### src/rtl/bus_datapath_pkg.sv
// Shared definitions for the bus datapath: bus source indices for the
// non-register sources, the number of those sources, and the memory FSM states.
package bus_datapath_pkg;

    // Non-register bus sources. A lower index means higher priority.
    // All of them rank below the general registers.
    localparam int SRC_HI       = 0;
    localparam int SRC_LO       = 1;
    localparam int SRC_ZHI      = 2;
    localparam int SRC_ZLO      = 3;
    localparam int SRC_PC       = 4;
    localparam int SRC_MDR      = 5;
    localparam int SRC_INPORT   = 6;
    localparam int SRC_IMM      = 7;
    localparam int NSRC_SPECIAL = 8;

    typedef enum logic [1:0] {
        MEM_IDLE = 2'd0,
        MEM_RD   = 2'd1,
        MEM_WR   = 2'd2
    } mem_state_t;

endpackage

### src/rtl/bus_datapath_p_if.sv
// Memory handshake bundle between the datapath (master) and the memory (slave).
interface bus_datapath_p_if #(
    parameter int DATA_W = 32,
    parameter int ADDR_W = 9
);
    logic              mem_req;
    logic              mem_we;
    logic [ADDR_W-1:0] mem_addr;
    logic [DATA_W-1:0] mem_wdata;
    logic [DATA_W-1:0] mem_rdata;
    logic              mem_ack;

    modport master (
        output mem_req, mem_we, mem_addr, mem_wdata,
        input  mem_rdata, mem_ack
    );

    modport slave (
        input  mem_req, mem_we, mem_addr, mem_wdata,
        output mem_rdata, mem_ack
    );
endinterface

### src/rtl/bus_datapath_mem_ctrl.sv
// Memory transfer sequencer for the bus datapath.
//
//   state    | meaning
//   ---------+-----------------------------------------------------
//   MEM_IDLE | no transfer; accepts mem_rd (priority) or mem_wr
//   MEM_RD   | read outstanding; mem_ack loads MDR and returns to idle
//   MEM_WR   | write outstanding; mem_ack returns to idle
module bus_datapath_mem_ctrl
    import bus_datapath_pkg::*;
(
    input  logic clk,
    input  logic clr,
    input  logic mem_rd,
    input  logic mem_wr,
    input  logic mem_ack,
    output logic mem_req,
    output logic mem_we,
    output logic mem_busy,
    output logic mem_done,
    output logic rdata_load
);

    mem_state_t state_q;
    mem_state_t state_d;
    logic       done_d;

    // State register; mem_done is registered so it pulses the cycle after the ack edge.
    always_ff @(posedge clk or posedge clr) begin
        if (clr) begin
            state_q  <= MEM_IDLE;
            mem_done <= 1'b0;
        end else begin
            state_q  <= state_d;
            mem_done <= done_d;
        end
    end

    // Next-state and handshake outputs; mem_ack in idle is simply not looked at.
    always_comb begin
        state_d    = state_q;
        done_d     = 1'b0;
        mem_req    = 1'b0;
        mem_we     = 1'b0;
        mem_busy   = 1'b0;
        rdata_load = 1'b0;
        case (state_q)
            MEM_IDLE: begin
                if (mem_rd)      state_d = MEM_RD;
                else if (mem_wr) state_d = MEM_WR;
            end
            MEM_RD: begin
                mem_req  = 1'b1;
                mem_busy = 1'b1;
                if (mem_ack) begin
                    rdata_load = 1'b1;
                    done_d     = 1'b1;
                    state_d    = MEM_IDLE;
                end
            end
            MEM_WR: begin
                mem_req  = 1'b1;
                mem_we   = 1'b1;
                mem_busy = 1'b1;
                if (mem_ack) begin
                    done_d  = 1'b1;
                    state_d = MEM_IDLE;
                end
            end
            default: state_d = MEM_IDLE;
        endcase
    end

endmodule

### src/rtl/bus_datapath_p.sv
// Bus-oriented datapath: general registers, Y/Z/HI/LO/PC/MAR/MDR, I/O ports,
// a priority bus mux and a memory handshake through bus_datapath_mem_ctrl.
// Optional bus-conflict detector: define BUS_DATAPATH_CONFLICT_CHECK_EN.
module bus_datapath_p
    import bus_datapath_pkg::*;
#(
    parameter int              DATA_W = 32,
    parameter int              NREG   = 16,
    parameter int              ADDR_W = 9,
    parameter logic [DATA_W-1:0] PC_RST = '0
) (
    input  logic                clk,
    input  logic                clr,
    input  logic [NREG-1:0]     reg_in,
    input  logic [NREG-1:0]     reg_out,
    input  logic                ba_out,
    input  logic                pc_in,
    input  logic                pc_out,
    input  logic                inc_pc,
    input  logic                y_in,
    input  logic                zlo_in,
    input  logic                zhi_in,
    input  logic                zlo_out,
    input  logic                zhi_out,
    input  logic                hi_in,
    input  logic                hi_out,
    input  logic                lo_in,
    input  logic                lo_out,
    input  logic                mdr_in,
    input  logic                mdr_out,
    input  logic                mar_in,
    input  logic                inport_out,
    input  logic                imm_out,
    input  logic                outport_in,
    input  logic [DATA_W-1:0]   imm_data,
    input  logic [DATA_W-1:0]   inport_data,
    input  logic                mem_rd,
    input  logic                mem_wr,
    bus_datapath_p_if.master    mem,
    output logic                mem_busy,
    output logic                mem_done,
    output logic [DATA_W-1:0]   alu_a,
    output logic [DATA_W-1:0]   alu_b,
    input  logic [2*DATA_W-1:0] alu_c,
    output logic [DATA_W-1:0]   bus,
    output logic [DATA_W-1:0]   outport_data,
    output logic                bus_err
);

    localparam logic [DATA_W-1:0] ONE = 1;

    logic [DATA_W-1:0]       regs [NREG];
    logic [DATA_W-1:0]       y_q, hi_q, lo_q, zhi_q, zlo_q, pc_q, mdr_q, inport_q, outport_q;
    logic [ADDR_W-1:0]       mar_q;
    logic [DATA_W-1:0]       bus_v;
    logic [NSRC_SPECIAL-1:0] spec_out;
    logic [DATA_W-1:0]       spec_val [NSRC_SPECIAL];
    logic                    rdata_load;

    assign spec_out[SRC_HI]     = hi_out;
    assign spec_out[SRC_LO]     = lo_out;
    assign spec_out[SRC_ZHI]    = zhi_out;
    assign spec_out[SRC_ZLO]    = zlo_out;
    assign spec_out[SRC_PC]     = pc_out;
    assign spec_out[SRC_MDR]    = mdr_out;
    assign spec_out[SRC_INPORT] = inport_out;
    assign spec_out[SRC_IMM]    = imm_out;

    // Values of the non-register sources, indexed like spec_out.
    always_comb begin
        spec_val[SRC_HI]     = hi_q;
        spec_val[SRC_LO]     = lo_q;
        spec_val[SRC_ZHI]    = zhi_q;
        spec_val[SRC_ZLO]    = zlo_q;
        spec_val[SRC_PC]     = pc_q;
        spec_val[SRC_MDR]    = mdr_q;
        spec_val[SRC_INPORT] = inport_q;
        spec_val[SRC_IMM]    = imm_data;
    end

    // Priority bus mux: scan lowest priority first so higher ones override; R0 reads as 0 with ba_out.
    always_comb begin
        bus_v = '0;
        for (int i = NSRC_SPECIAL - 1; i >= 0; i--)
            if (spec_out[i]) bus_v = spec_val[i];
        for (int i = NREG - 1; i >= 0; i--)
            if (reg_out[i]) bus_v = regs[i];
        if (reg_out[0] && ba_out) bus_v = '0;
    end

    // General register file; several registers may load from the bus in one cycle.
    always_ff @(posedge clk or posedge clr) begin
        if (clr) begin
            for (int i = 0; i < NREG; i++) regs[i] <= '0;
        end else begin
            for (int i = 0; i < NREG; i++)
                if (reg_in[i]) regs[i] <= bus_v;
        end
    end

    // Special registers; MAR/MDR bus loads are blocked while a transfer is outstanding.
    always_ff @(posedge clk or posedge clr) begin
        if (clr) begin
            y_q       <= '0;
            hi_q      <= '0;
            lo_q      <= '0;
            zhi_q     <= '0;
            zlo_q     <= '0;
            pc_q      <= PC_RST;
            mdr_q     <= '0;
            mar_q     <= '0;
            inport_q  <= '0;
            outport_q <= '0;
        end else begin
            inport_q <= inport_data;
            if (y_in)       y_q       <= bus_v;
            if (hi_in)      hi_q      <= bus_v;
            if (lo_in)      lo_q      <= bus_v;
            if (outport_in) outport_q <= bus_v;
            if (zhi_in)     zhi_q     <= alu_c[2*DATA_W-1:DATA_W];
            if (zlo_in)     zlo_q     <= alu_c[DATA_W-1:0];
            if (pc_in)       pc_q <= bus_v;
            else if (inc_pc) pc_q <= pc_q + ONE;
            if (rdata_load)                mdr_q <= mem.mem_rdata;
            else if (mdr_in && !mem_busy)  mdr_q <= bus_v;
            if (mar_in && !mem_busy)       mar_q <= bus_v[ADDR_W-1:0];
        end
    end

    bus_datapath_mem_ctrl u_mem_ctrl (
        .clk        (clk),
        .clr        (clr),
        .mem_rd     (mem_rd),
        .mem_wr     (mem_wr),
        .mem_ack    (mem.mem_ack),
        .mem_req    (mem.mem_req),
        .mem_we     (mem.mem_we),
        .mem_busy   (mem_busy),
        .mem_done   (mem_done),
        .rdata_load (rdata_load)
    );

    assign mem.mem_addr  = mar_q;
    assign mem.mem_wdata = mdr_q;
    assign bus           = bus_v;
    assign alu_a         = y_q;
    assign alu_b         = bus_v;
    assign outport_data  = outport_q;

`ifdef BUS_DATAPATH_CONFLICT_CHECK_EN
    localparam int NSRC = NREG + NSRC_SPECIAL;
    localparam logic [NSRC-1:0] SRC_ONE = 1;

    logic [NSRC-1:0] src_vec;
    logic            multi_src;

    assign src_vec   = {spec_out, reg_out};
    assign multi_src = (src_vec & (src_vec - SRC_ONE)) != '0;

    // Sticky conflict flag: set on the edge after any multi-driver cycle.
    always_ff @(posedge clk or posedge clr) begin
        if (clr) bus_err <= 1'b0;
        else     bus_err <= bus_err | multi_src;
    end
`else
    assign bus_err = 1'b0;
`endif

endmodule

### src/flat_wrapper.sv
// flat-port wrapper written by rule: the top's interface ports become plain ports
module bus_datapath_p_flat import bus_datapath_pkg::*;
#(
    parameter int              DATA_W = 32,
    parameter int              NREG   = 16,
    parameter int              ADDR_W = 9,
    parameter logic [DATA_W-1:0] PC_RST = '0
)
  (clk, clr, reg_in, reg_out, ba_out, pc_in, pc_out, inc_pc, y_in, zlo_in, zhi_in, zlo_out, zhi_out, hi_in, hi_out, lo_in, lo_out, mdr_in, mdr_out, mar_in, inport_out, imm_out, outport_in, imm_data, inport_data, mem_rd, mem_wr, mem_busy, mem_done, alu_a, alu_b, alu_c, bus, outport_data, bus_err, mem_mem_req, mem_mem_we, mem_mem_addr, mem_mem_wdata, mem_mem_rdata, mem_mem_ack);
  bus_datapath_p_if #(.DATA_W(DATA_W), .ADDR_W(ADDR_W)) mem_i ();
  input  logic clk;
  input  logic clr;
  input  logic [NREG-1:0] reg_in;
  input  logic [NREG-1:0] reg_out;
  input  logic ba_out;
  input  logic pc_in;
  input  logic pc_out;
  input  logic inc_pc;
  input  logic y_in;
  input  logic zlo_in;
  input  logic zhi_in;
  input  logic zlo_out;
  input  logic zhi_out;
  input  logic hi_in;
  input  logic hi_out;
  input  logic lo_in;
  input  logic lo_out;
  input  logic mdr_in;
  input  logic mdr_out;
  input  logic mar_in;
  input  logic inport_out;
  input  logic imm_out;
  input  logic outport_in;
  input  logic [DATA_W-1:0] imm_data;
  input  logic [DATA_W-1:0] inport_data;
  input  logic mem_rd;
  input  logic mem_wr;
  output logic mem_busy;
  output logic mem_done;
  output logic [DATA_W-1:0] alu_a;
  output logic [DATA_W-1:0] alu_b;
  input  logic [2*DATA_W-1:0] alu_c;
  output logic [DATA_W-1:0] bus;
  output logic [DATA_W-1:0] outport_data;
  output logic bus_err;
  output wire logic [$bits(mem_i.mem_req)-1:0] mem_mem_req;
  output wire logic [$bits(mem_i.mem_we)-1:0] mem_mem_we;
  output wire logic [$bits(mem_i.mem_addr)-1:0] mem_mem_addr;
  output wire logic [$bits(mem_i.mem_wdata)-1:0] mem_mem_wdata;
  input wire logic [$bits(mem_i.mem_rdata)-1:0] mem_mem_rdata;
  input wire logic [$bits(mem_i.mem_ack)-1:0] mem_mem_ack;
  assign mem_mem_req = mem_i.mem_req;
  assign mem_mem_we = mem_i.mem_we;
  assign mem_mem_addr = mem_i.mem_addr;
  assign mem_mem_wdata = mem_i.mem_wdata;
  assign mem_i.mem_rdata = mem_mem_rdata;
  assign mem_i.mem_ack = mem_mem_ack;
  bus_datapath_p #(.DATA_W(DATA_W), .NREG(NREG), .ADDR_W(ADDR_W), .PC_RST(PC_RST)) u_core (.clk(clk), .clr(clr), .reg_in(reg_in), .reg_out(reg_out), .ba_out(ba_out), .pc_in(pc_in), .pc_out(pc_out), .inc_pc(inc_pc), .y_in(y_in), .zlo_in(zlo_in), .zhi_in(zhi_in), .zlo_out(zlo_out), .zhi_out(zhi_out), .hi_in(hi_in), .hi_out(hi_out), .lo_in(lo_in), .lo_out(lo_out), .mdr_in(mdr_in), .mdr_out(mdr_out), .mar_in(mar_in), .inport_out(inport_out), .imm_out(imm_out), .outport_in(outport_in), .imm_data(imm_data), .inport_data(inport_data), .mem_rd(mem_rd), .mem_wr(mem_wr), .mem(mem_i), .mem_busy(mem_busy), .mem_done(mem_done), .alu_a(alu_a), .alu_b(alu_b), .alu_c(alu_c), .bus(bus), .outport_data(outport_data), .bus_err(bus_err));
endmodule
### config.mk
export PLATFORM = sky130hd
export DESIGN_NAME = bus_datapath_p_flat
export DESIGN_NICKNAME = d
export VERILOG_FILES = /design/src/rtl/bus_datapath_pkg.sv /design/src/rtl/bus_datapath_p_if.sv /design/src/rtl/bus_datapath_mem_ctrl.sv /design/src/rtl/bus_datapath_p.sv /design/src/flat_wrapper.sv
export SDC_FILE = /design/constraint.sdc
export NUM_CORES = 2
export LEC_CHECK = 0
export CAP_MARGIN = 20
export CORE_MARGIN = 4
export CORE_UTILIZATION = 30
export DETAILED_ROUTE_END_ITERATION = 16
export DONT_BUFFER_PORTS = 1
export PLACE_DENSITY_LB_ADDON = 0.08
export SETUP_SLACK_MARGIN = 0.05
export SLEW_MARGIN = 5
export SYNTH_ARGS = -nofsm -noshare
export SYNTH_HDL_FRONTEND = slang
export SYNTH_SLANG_ARGS = --single-unit
### constraint.sdc
create_clock -name clk -period 62.8 [get_ports clk]
set_input_delay 12.56 -clock clk [delete_from_list [all_inputs] [get_ports clk]]
set_output_delay 12.56 -clock clk [all_outputs]
set_load 0.03 [all_outputs]
==> impl_metrics.env <==
export IMPL_dp_hpwl_um=108000
export IMPL_remaining_drc_errors=0
export IMPL_synth_distinct_cells=70
export IMPL_mappedNetlistArea_mm2=0.0393
export IMPL_crit_path_start_kind="primary input"
export IMPL_wl_um=168000
export IMPL_fmax_mhz=35.8
export IMPL_max_slew_margin_pct=16.9
export IMPL_path_clk_slew_ns=0.06
export IMPL_rows=132
export IMPL_reg2reg_from="u_core.mem.mem_wdata[26]"
export IMPL_place_gp_congestion=0.845
export IMPL_powerDensity_mw_per_mm2=37.0
export IMPL_antenna_found_initial=7
export IMPL_dr_pass1_iters=5
export IMPL_grt_remaining_overflow=0
export IMPL_start_util_pct=30.3
export IMPL_hold_start="u_core.regs[99]"
export IMPL_final_setup_worst_slack_ns=34.89
export IMPL_final_period_utilization_pct=44.4
export IMPL_end_kind="output port"
export IMPL_setup_tns_ns=0
export IMPL_hold_buffers=0
export IMPL_grtUsageTotal_pct=24.2
export IMPL_min_period_ns=27.91
export IMPL_cts_buffers=100
export IMPL_cts_max_level=3
export IMPL_hold_class="reg -> reg"
export IMPL_synth_nets=3747
export IMPL_hold_viol=0
export IMPL_crit_chain="or2_2 -> a211oi_1 -> o21ai_0 -> a31oi_1 -> o2111a_1 -> buf_4 -> nor2_1 -> buf_4"
export IMPL_synth_warnings=0
export IMPL_skew_ns=0.0250
export IMPL_arrival_ns=15.35
export IMPL_ys_seq_area_share_pct=51.7
export IMPL_grt_pass1_wl_um=236000
export IMPL_io_pins=390
export IMPL_max_cap_viol_count=0
export IMPL_critPathSlowestCell="or2_2"
export IMPL_slowest_delay_ns=0.60
export IMPL_die_area_mm2=0.137
export IMPL_vias=29102
export IMPL_synth_edf_count=0
export IMPL_nNetsFinal=3536
export IMPL_postCtsSetupRepairBufs=0
export IMPL_leakagePower_nw=17.8
export IMPL_place_area_mm2=0.0402
export IMPL_total_power_mw=1.61
export IMPL_syn_area_per_cell_um2=11.1
export IMPL_portBuffers=0
export IMPL_grt_pass1_vias=30116
export IMPL_vias_per_cell=5.66
export IMPL_path_class="in -> out"
export IMPL_crit_top_cell="buf_4"
export IMPL_syn2layout_area_growth_pct=11.0
export IMPL_coreArea_mm2=0.130
export IMPL_synth_flop_cell="dfrtp_1"
export IMPL_preCtsSetupSlack_ns=34.98
export IMPL_cts_root_buf="clkbuf_16"
export IMPL_cts_sinks=812
export IMPL_ant_nets=0
export IMPL_final_layout_size_suffix_gt1_share_pct=26.6
export IMPL_syn_inst=3527
export IMPL_die_w_um=370
export IMPL_peakVddDrop_mv=0.0243
export IMPL_ctsResizeCount=0
export IMPL_cts_tree="built"
export IMPL_crit_family="compound AO/OA/AOI/OAI gates"
export IMPL_startpoint="lo_out"
export IMPL_drtIter0Drc=2185
export IMPL_die_h_um=370
export IMPL_final_area_mm2=0.0436
export IMPL_outcome="completed"
export IMPL_async_flop_share_pct=100
export IMPL_rsz0062_at_grt="false"
export IMPL_worstSkewPairLatency_ns=0.71
export IMPL_slew_viol_final=0
export IMPL_worst_pin_slew_ns=1.25
export IMPL_finalSetupViolCount=0
export IMPL_cp_required_ns=50.24
export IMPL_crit_fanout=57
export IMPL_wire_per_inst_um=32.7
export IMPL_grt_max_degree=151
export IMPL_crit_buf_inv=2
export IMPL_clk_path_buf_depth=3
export IMPL_ys_seq_elements=812
==> state kept, by name, summed over array words and instances, names as in the netlist <==
name / flops
u_core.inport_q: 32
u_core.outport_data: 32
u_core.hi_q: 32
u_core.mem.mem_addr: 9
u_core.zhi_q: 32
u_core.mem.mem_wdata: 32
u_core.u_mem_ctrl.mem_done: 1
u_core.u_mem_ctrl.state_q: 2
u_core.lo_q: 32
u_core.regs: 512
u_core.zlo_q: 32
u_core.alu_a: 32
u_core.pc_q: 32
==> metrics by stage <==
step / cells / util (%) / hold WS [ns]
final: 5146 / 33.6 / 0.491
after global routing: 5142 / 33.6 / 0.506
after CTS: 5139 / 33.5 / 0.491
after detailed placement: 4953 / 30.9 / 0.478
after global placement: 4952 / 30.9 / 0.468
after floorplan: 3527 / - / 0.458
==> layout by cell type, fill, tap and decap left out, types with 54 or more instances in the layout <==
master and instances:
clkbuf_16 103, mux2_2 588, nand2_1 281, a221oi_1 78, nor3b_1 66, nand3_1 119, inv_1 146, o211ai_1 54
a21oi_1 99, o21ai_0 208, dfrtp_1 812, nor2_1 61, o22ai_1 70
==> cell families after synthesis <==
logic type	synth area share, %
adders and majority gates	0.127
other	0.00954
AOI/OAI and AO/OA	14.2
xor gates and xnor gates	0.691
DFF	51.7
buffers and inverters	6.21
and+or+nand+nor	9.90
muxes	17.2
==> path summary, 6_finish.rpt <==
path | slack (ns) | end | cells after the start
max in group asynchronous | 48.13 | u_core.regs[443] | 4
worst min-delay path | 0.49 | u_core.regs[99] | 1
worst min register to register | 0.49 | u_core.regs[99] | 1
worst max-delay path | 34.89 | alu_b[22] | 8
min in group asynchronous | 11.91 | u_core.zhi_q[30] | 1
worst max register to register | 59.33 | u_core.alu_a[26] | 6
==> routing by layer <==
layer,wire length (µm),vias up,global-route usage [%]
met1,69500,15279,30.7
li1,-,12294,-
met3,11300,321,4.92
met5,13,-,0
met4,8600,2,10.6
met2,79000,1206,39.8
==> cell type report <==
type                    instances  area [µm²]
diodes                          4        10.0
clock buffers                 154        3090
clock inverters                32         298
fillers                     13096       86200
inverters                     150         571
multi-input cells            2195       16700
flip-flops and latches        812       20300
well taps                    1742        2180
repair buffers                 57         490
==> worst register-to-register path, stage by stage, from the launching register on <==
cell,delay (ns)
dfrtp_1,0.56
inv_1,0.12
a221oi_1,1.05
o2bb2ai_1,0.36
o211ai_2,0.32
and2_2,0.70
mux2_2,0.32
==> cell usage after synthesis (39+ instances only) <==
master | number | area, µm²
nand3b_1 | 45 | 338
o211ai_1 | 54 | 405
buf_4 | 51 | 383
nor2_1 | 65 | 244
mux2_2 | 588 | 6620
a21oi_1 | 102 | 510
nor3b_1 | 67 | 503
inv_1 | 149 | 559
nor3_1 | 49 | 245
nand2_1 | 281 | 1050
a221o_1 | 41 | 410
clkbuf_1 | 176 | 661
o21ai_0 | 208 | 1040
o22ai_1 | 70 | 438
a221oi_1 | 78 | 683
buf_1 | 39 | 146
nand3_1 | 119 | 596
buf_2 | 75 | 375
dfrtp_1 | 812 | 20300
==> power by group <==
| group | switching [mW] | internal [mW] |
|---|---|---|
| Clock | 0.242 | 0.354 |
| Combinational | 0.165 | 0.116 |
| Sequential | 0.117 | 0.620 |
| Total | 0.524 | 1.09 |
(Power assumes the default switching activity.)
